[src/rtl/cordic_kernel_arbiter_if.sv]
// Requester-side bus of the CORDIC kernel arbiter: per-requester sample
// handshake plus the shared, non-backpressured response bus.
interface cordic_kernel_arbiter_if #(
  parameter int N_REQ       = 4,
  parameter int DATA_WIDTH  = 16,
  parameter int THETA_WIDTH = 16,
  parameter int ID_WIDTH    = $clog2(N_REQ)
);
  logic [N_REQ-1:0]            req_valid;
  logic [N_REQ-1:0]            req_ready;
  logic [N_REQ*DATA_WIDTH-1:0] req_data_i;
  logic [N_REQ*DATA_WIDTH-1:0] req_data_q;
  logic [N_REQ-1:0]            rsp_valid;
  logic [ID_WIDTH-1:0]         rsp_id;
  logic [DATA_WIDTH-1:0]       rsp_data_i;
  logic [DATA_WIDTH-1:0]       rsp_data_q;
  logic [THETA_WIDTH-1:0]      rsp_theta;

  modport master (
    output req_valid, req_data_i, req_data_q,
    input  req_ready, rsp_valid, rsp_id, rsp_data_i, rsp_data_q, rsp_theta
  );

  modport slave (
    input  req_valid, req_data_i, req_data_q,
    output req_ready, rsp_valid, rsp_id, rsp_data_i, rsp_data_q, rsp_theta
  );
endinterface

[src/rtl/cordic_kernel_arbiter.sv]
// Round-robin sharing of one pipelined cordic_kernel between N_REQ requesters;
// a tag pipe matched to the kernel latency routes each result back to its source.
module cordic_kernel_arbiter #(
  parameter int N_REQ          = 4,
  parameter int DATA_WIDTH     = 16,
  parameter int THETA_WIDTH    = 16,
  parameter int KERNEL_LATENCY = 16,
  parameter int ID_WIDTH       = $clog2(N_REQ)
) (
  input  logic                   clk,
  input  logic                   reset,
  input  logic                   arb_enable,
  cordic_kernel_arbiter_if.slave req_bus,
  output logic [DATA_WIDTH-1:0]  k_data_i,
  output logic [DATA_WIDTH-1:0]  k_data_q,
  output logic                   k_enable,
  input  logic [DATA_WIDTH-1:0]  k_output_data_i,
  input  logic [DATA_WIDTH-1:0]  k_output_data_q,
  input  logic [THETA_WIDTH-1:0] k_output_data_theta,
  input  logic                   k_output_data_valid,
  output logic                   busy,
  input  logic                   err_clear,
  output logic                   err_unexpected,
  output logic                   err_missing
);
  localparam int IFW = $clog2(KERNEL_LATENCY + 2);

  logic [ID_WIDTH-1:0]       rr_ptr;
  logic [ID_WIDTH-1:0]       grant;
  logic [ID_WIDTH-1:0]       cand;
  logic                      found;
  logic                      hs;
  logic [ID_WIDTH-1:0]       issue_id;
  logic [KERNEL_LATENCY-1:0] tag_v;
  logic [ID_WIDTH-1:0]       tag_id [KERNEL_LATENCY];
  logic                      tag_exit;
  logic [ID_WIDTH-1:0]       exit_id;
  logic [N_REQ-1:0]          exit_onehot;
  logic [IFW-1:0]            in_flight;

  // Search starts one past the last winner so every requester gets a turn.
  always_comb begin
    found = 1'b0;
    grant = '0;
    cand  = '0;
    for (int unsigned i = 1; i <= N_REQ; i++) begin
      cand = ID_WIDTH'((32'(rr_ptr) + i) % N_REQ);
      if (!found && req_bus.req_valid[cand]) begin
        found = 1'b1;
        grant = cand;
      end
    end
  end

  assign hs = found & arb_enable;

  always_comb begin
    req_bus.req_ready = '0;
    if (hs) req_bus.req_ready[grant] = 1'b1;
  end

  always_ff @(posedge clk or negedge reset) begin
    if (!reset) begin
      rr_ptr   <= ID_WIDTH'(N_REQ - 1);
      k_enable <= 1'b0;
      k_data_i <= '0;
      k_data_q <= '0;
      issue_id <= '0;
    end else begin
      k_enable <= hs;
      if (hs) begin
        rr_ptr   <= grant;
        issue_id <= grant;
        k_data_i <= req_bus.req_data_i[grant*DATA_WIDTH +: DATA_WIDTH];
        k_data_q <= req_bus.req_data_q[grant*DATA_WIDTH +: DATA_WIDTH];
      end
    end
  end

  // Loaded with the registered enable, so the last stage lines up with the kernel's valid.
  always_ff @(posedge clk or negedge reset) begin
    if (!reset) begin
      tag_v <= '0;
      for (int unsigned i = 0; i < KERNEL_LATENCY; i++) tag_id[i] <= '0;
    end else begin
      tag_v     <= {tag_v[KERNEL_LATENCY-2:0], k_enable};
      tag_id[0] <= issue_id;
      for (int unsigned i = 1; i < KERNEL_LATENCY; i++) tag_id[i] <= tag_id[i-1];
    end
  end

  assign tag_exit = tag_v[KERNEL_LATENCY-1];
  assign exit_id  = tag_id[KERNEL_LATENCY-1];

  always_comb begin
    exit_onehot          = '0;
    exit_onehot[exit_id] = 1'b1;
  end

  always_ff @(posedge clk or negedge reset) begin
    if (!reset) begin
      req_bus.rsp_valid  <= '0;
      req_bus.rsp_id     <= '0;
      req_bus.rsp_data_i <= '0;
      req_bus.rsp_data_q <= '0;
      req_bus.rsp_theta  <= '0;
    end else if (k_output_data_valid && tag_exit) begin
      req_bus.rsp_valid  <= exit_onehot;
      req_bus.rsp_id     <= exit_id;
      req_bus.rsp_data_i <= k_output_data_i;
      req_bus.rsp_data_q <= k_output_data_q;
      req_bus.rsp_theta  <= k_output_data_theta;
    end else begin
      req_bus.rsp_valid <= '0;
    end
  end

  // A new error in the same cycle as err_clear keeps the flag set.
  always_ff @(posedge clk or negedge reset) begin
    if (!reset) begin
      err_unexpected <= 1'b0;
      err_missing    <= 1'b0;
    end else begin
      if (k_output_data_valid && !tag_exit) err_unexpected <= 1'b1;
      else if (err_clear)                   err_unexpected <= 1'b0;
      if (tag_exit && !k_output_data_valid) err_missing <= 1'b1;
      else if (err_clear)                   err_missing <= 1'b0;
    end
  end

  always_ff @(posedge clk or negedge reset) begin
    if (!reset) begin
      in_flight <= '0;
    end else begin
      case ({hs, tag_exit})
        2'b10:   in_flight <= in_flight + IFW'(1);
        2'b01:   in_flight <= in_flight - IFW'(1);
        default: in_flight <= in_flight;
      endcase
    end
  end

  assign busy = (in_flight != '0);
endmodule

[src/flat_wrapper.sv]
// flat-port wrapper written by rule: the top's interface ports become plain ports
module cordic_kernel_arbiter_flat 
#(
  parameter int N_REQ          = 4,
  parameter int DATA_WIDTH     = 16,
  parameter int THETA_WIDTH    = 16,
  parameter int KERNEL_LATENCY = 16,
  parameter int ID_WIDTH       = $clog2(N_REQ)
)
  (clk, reset, arb_enable, k_data_i, k_data_q, k_enable, k_output_data_i, k_output_data_q, k_output_data_theta, k_output_data_valid, busy, err_clear, err_unexpected, err_missing, req_bus_req_valid, req_bus_req_data_i, req_bus_req_data_q, req_bus_req_ready, req_bus_rsp_valid, req_bus_rsp_id, req_bus_rsp_data_i, req_bus_rsp_data_q, req_bus_rsp_theta);
  cordic_kernel_arbiter_if #(.N_REQ(N_REQ), .DATA_WIDTH(DATA_WIDTH), .THETA_WIDTH(THETA_WIDTH), .ID_WIDTH(ID_WIDTH)) req_bus_i ();
  input  logic clk;
  input  logic reset;
  input  logic arb_enable;
  output logic [DATA_WIDTH-1:0] k_data_i;
  output logic [DATA_WIDTH-1:0] k_data_q;
  output logic k_enable;
  input  logic [DATA_WIDTH-1:0] k_output_data_i;
  input  logic [DATA_WIDTH-1:0] k_output_data_q;
  input  logic [THETA_WIDTH-1:0] k_output_data_theta;
  input  logic k_output_data_valid;
  output logic busy;
  input  logic err_clear;
  output logic err_unexpected;
  output logic err_missing;
  input wire logic [$bits(req_bus_i.req_valid)-1:0] req_bus_req_valid;
  input wire logic [$bits(req_bus_i.req_data_i)-1:0] req_bus_req_data_i;
  input wire logic [$bits(req_bus_i.req_data_q)-1:0] req_bus_req_data_q;
  output wire logic [$bits(req_bus_i.req_ready)-1:0] req_bus_req_ready;
  output wire logic [$bits(req_bus_i.rsp_valid)-1:0] req_bus_rsp_valid;
  output wire logic [$bits(req_bus_i.rsp_id)-1:0] req_bus_rsp_id;
  output wire logic [$bits(req_bus_i.rsp_data_i)-1:0] req_bus_rsp_data_i;
  output wire logic [$bits(req_bus_i.rsp_data_q)-1:0] req_bus_rsp_data_q;
  output wire logic [$bits(req_bus_i.rsp_theta)-1:0] req_bus_rsp_theta;
  assign req_bus_i.req_valid = req_bus_req_valid;
  assign req_bus_i.req_data_i = req_bus_req_data_i;
  assign req_bus_i.req_data_q = req_bus_req_data_q;
  assign req_bus_req_ready = req_bus_i.req_ready;
  assign req_bus_rsp_valid = req_bus_i.rsp_valid;
  assign req_bus_rsp_id = req_bus_i.rsp_id;
  assign req_bus_rsp_data_i = req_bus_i.rsp_data_i;
  assign req_bus_rsp_data_q = req_bus_i.rsp_data_q;
  assign req_bus_rsp_theta = req_bus_i.rsp_theta;
  cordic_kernel_arbiter #(.N_REQ(N_REQ), .DATA_WIDTH(DATA_WIDTH), .THETA_WIDTH(THETA_WIDTH), .KERNEL_LATENCY(KERNEL_LATENCY), .ID_WIDTH(ID_WIDTH)) u_core (.clk(clk), .reset(reset), .arb_enable(arb_enable), .req_bus(req_bus_i), .k_data_i(k_data_i), .k_data_q(k_data_q), .k_enable(k_enable), .k_output_data_i(k_output_data_i), .k_output_data_q(k_output_data_q), .k_output_data_theta(k_output_data_theta), .k_output_data_valid(k_output_data_valid), .busy(busy), .err_clear(err_clear), .err_unexpected(err_unexpected), .err_missing(err_missing));
endmodule
[config.mk]
export PLATFORM = sky130hd
export DESIGN_NAME = cordic_kernel_arbiter_flat
export DESIGN_NICKNAME = d
export VERILOG_FILES = /design/src/rtl/cordic_kernel_arbiter_if.sv /design/src/rtl/cordic_kernel_arbiter.sv /design/src/flat_wrapper.sv
export SDC_FILE = /design/constraint.sdc
export NUM_CORES = 1
export LEC_CHECK = 0
export CAP_MARGIN = 15
export CORE_MARGIN = 5
export CORE_UTILIZATION = 38
export DETAILED_ROUTE_END_ITERATION = 10
export HOLD_SLACK_MARGIN = 0.06
export PLACE_DENSITY = 0.86
export SKIP_CTS_REPAIR_TIMING = 1
export SYNTH_ARGS = -nofsm -noshare
export SYNTH_HDL_FRONTEND = slang
export SYNTH_SLANG_ARGS = --single-unit
[constraint.sdc]
create_clock -name clk -period 2.5 [get_ports clk]
set_clock_uncertainty 0.2 [all_clocks]
set_input_delay 0.5 -clock clk [delete_from_list [all_inputs] [get_ports clk]]
set_output_delay 0.5 -clock clk [all_outputs]
set_load 0.02 [all_outputs]
==> run metrics, run 1 <==
Post-synth EDFFs=0; initial antenna violation count=0; worst min-delay path category=flop to flop; synthesized cell area=6090 µm²; endpoint class of the critical path=primary output; drc violations=0; Cells on Worst Hold Path=0; R2R Setup Slk=-20 ps; nets=about 960; Root Driver=clkbuf_16; DIE WIDTH=approximately 140 µm; clock buffer count from CTS=17; Remaining Overflow, GRT=0; pwr/cell area=slightly above 800 nW/µm²; largest net degree at the start of global routing=63; Port Buffers=~280; area share of the largest cell type after synthesis=59.1%; Synth Instances=between 400 and 500; Warnings, synthesis=0; Clock Sinks=146; Inst Count DP=958; Skew-Pair Late Insertion Delay=around 410 ps; total negative slack=-599 ps; max_cap viols=0; vias in the first global route=about 5300; die area=between 15000 and 20000 µm²; Max Slew Vio Count=0; kind of critical path=flop to primary output; violated checks=setup timing; outcome=finished with violations; Synth async-reset ratio=100%; CORE AREA=around 16000 µm²; cell taking the most area after synthesis=dfrtp_1; CP arrival=1990 ps; first-pass detailed-route iteration total=5; VDD IR-drop max=0.469 mV; total track usage=between 10% and 20%; endpoints failing setup=6; Fin. Hold Viols=0; Worst Reg-to-Reg Cells=7; CTS tree=done; vias after detailed routing=between 5000 and 6000; Ports=279; post-synth cell types=43; Fmax achieved=roughly 370 MHz; area delta synth->final=66.4%; crit path time final=between 2000 and 3000 ps; prevailing post-synth register cell=dfrtp_1; final design utilization=approximately 64%; H-tree depth=4; average size of a mapped cell=about 13 µm²; GP Congestion=between 0.8 and 0.9; Worst Path Max Fanout=4; crit path launch type=flop; Starting DRT DRC Count=approximately 230; Max-Slew Margin vs Limit=between 60 and 70%; period utilization=108%; Filler cells=1193; largest cells by area after synthesis=dfrtp_1 59%, mux2_2 12%, mux4_2 5.2%; non-filler cells, final=1001; post-route antenna net violation count=0; drt total wl=about 19 mm; Seq/Total Area, Yosys=60.0%; number of diodes=0; first-pass GRT wire length=27.9 mm; most common cell in the synthesized netlist=dfrtp_1; Synth top cells by count=144 x dfrtp_1, 63 x mux2_2, 45 x nand2_1; RSZ-0062 raised after global routing=yes; Worst Setup Slack, final=-193 ps; clk slew on worst S/H paths=approximately 60 ps; HPWL after detailed placement=13.7 mm; vias per std cell=5.16; #FFs+latches synth=146; P_leak=between 4 and 5 nW; post-DR wirelength/cell=~19 µm; worst-margin pin slew=between 500 and 600 ps; Syn Nets=644; Rows=between 40 and 50; share of cells above drive strength 1=a little under a quarter; Longest Clk Path Bufs=2; WP data required=approximately 1800 ps; Die Height=approximately 140 µm; initial core utilization=around 39%
-- placed cells by master (no fill, tap or decap), types with 2 or more instances in the layout --
master	n
clkdlybuf4s50_1	269
dfrtp_1	144
mux2_2	61
buf_4	45
nand2_1	44
o31ai_1	36
a21oi_1	19
nand4_1	18
a211o_1	18
clkbuf_16	18
mux4_2	14
xor2_1	6
nor2_1	6
clkinv_4	6
o21a_1	5
inv_1	4
o21ai_0	4
nor3_1	3
inv_6	3
dlymetal6s2s_1	3
buf_6	3
buf_12	3
or2_4	2
o21ai_2	2
a21o_1	2
nand3b_1	2
a21oi_2	2
nor3_4	2
mux2_4	2
ha_1	2
bufinv_16	2
clkinv_2	2
dfstp_2	2
-- registers in the layout (all words and copies together) (netlist names), 2 cells and up --
register and count:
u_core.req_bus.rsp_data_i 16, u_core.rr_ptr 2, u_core.tag_v 16, u_core.req_bus.rsp_data_q 16
u_core.req_bus.rsp_theta 16, u_core.req_bus.rsp_valid 4, u_core.k_data_i 16, u_core.req_bus.rsp_id 2
u_core.issue_id 2, u_core.in_flight 5, u_core.k_data_q 16, u_core.tag_id 30
u_core.exit_id 2
-- cell families (layout without fill, tap and decap cells) --
logic type	Yosys count	in the layout	share of synthesized area [%]
AOI/OAI and AO/OA	98	98	11.5
xor gates and xnor gates	7	7	1.01
adders and majority gates	4	4	0.821
buffers and inverters	34	364	2.55
DFF	146	146	60.0
muxes	78	78	17.0
and+or+nand+nor	88	88	7.19
-- per-layer routing --
metal  wire, µm  global-route usage, %
met5          0                      0
met4        465                   7.17
met3       2080                   6.88
met2       9500                   33.3
met1       6620                   22.5
-- where the power goes --
part / internal, mW / switching (mW) / total, mW
Clock: 1.48 / 1.02 / 2.51
Combinational: 1.48 / 1.27 / 2.75
Sequential: 2.85 / 0.277 / 3.13
-- stage by stage --
stage | setup slack [ps] | total power, mW | hold WS (ps) | area, µm²
after floorplan | -227 | 4.45 | 4.41 | 6150
after global placement | -735 | 5.73 | 133 | 9380
after detailed placement | -796 | 5.81 | 135 | 9380
after CTS | -815 | 8.35 | -125 | 9960
after global routing | -260 | 8.81 | 150 | 10100
final | -193 | 8.38 | 141 | 10100
-- worst max-delay path, stage by stage, from the launching register on --
cell and delay [ps]:
dfstp_2 580, mux2i_2 270, o22ai_4 120, or3_4 360, nor2_4 120, buf_6 130
-- cell type report --
class,instances,area (µm²),share of cell area [%]
timing repair buffer,327,3210,31.6
tap,216,270,2.67
clock buffer,18,429,4.23
inverter,5,18.8,0.185
sequential,146,3660,36.1
multi-input combinational,275,2400,23.7
clock inverter,14,156,1.54
-- worst paths after layout --
| check | from | to |
|---|---|---|
| worst min register to register | u_core.tag_v[11] | u_core.tag_v[12] |
| worst min-delay path | u_core.tag_v[11] | u_core.tag_v[12] |
| worst max register to register | u_core.rr_ptr[1] | u_core.k_data_i[5] |
| max in group asynchronous | reset | u_core.rr_ptr[0] |
| min in group asynchronous | reset | u_core.req_bus.rsp_data_i[9] |
| worst max-delay path | u_core.rr_ptr[1] | req_bus_req_ready[0] |
Power figures use the tool's default switching activity.
==> run 2, diff against run 1 <==
--- a/config.mk
+++ b/config.mk
@@ -8,6 +8,7 @@
 export CAP_MARGIN = 15
 export CORE_MARGIN = 5
 export CORE_UTILIZATION = 38
+export CTS_CLUSTER_SIZE = 14
 export DETAILED_ROUTE_END_ITERATION = 10
 export HOLD_SLACK_MARGIN = 0.06
 export PLACE_DENSITY = 0.86
==> results of run 2 <==
Same layout as run 1: the final DEF is identical, and so are final timing and power.
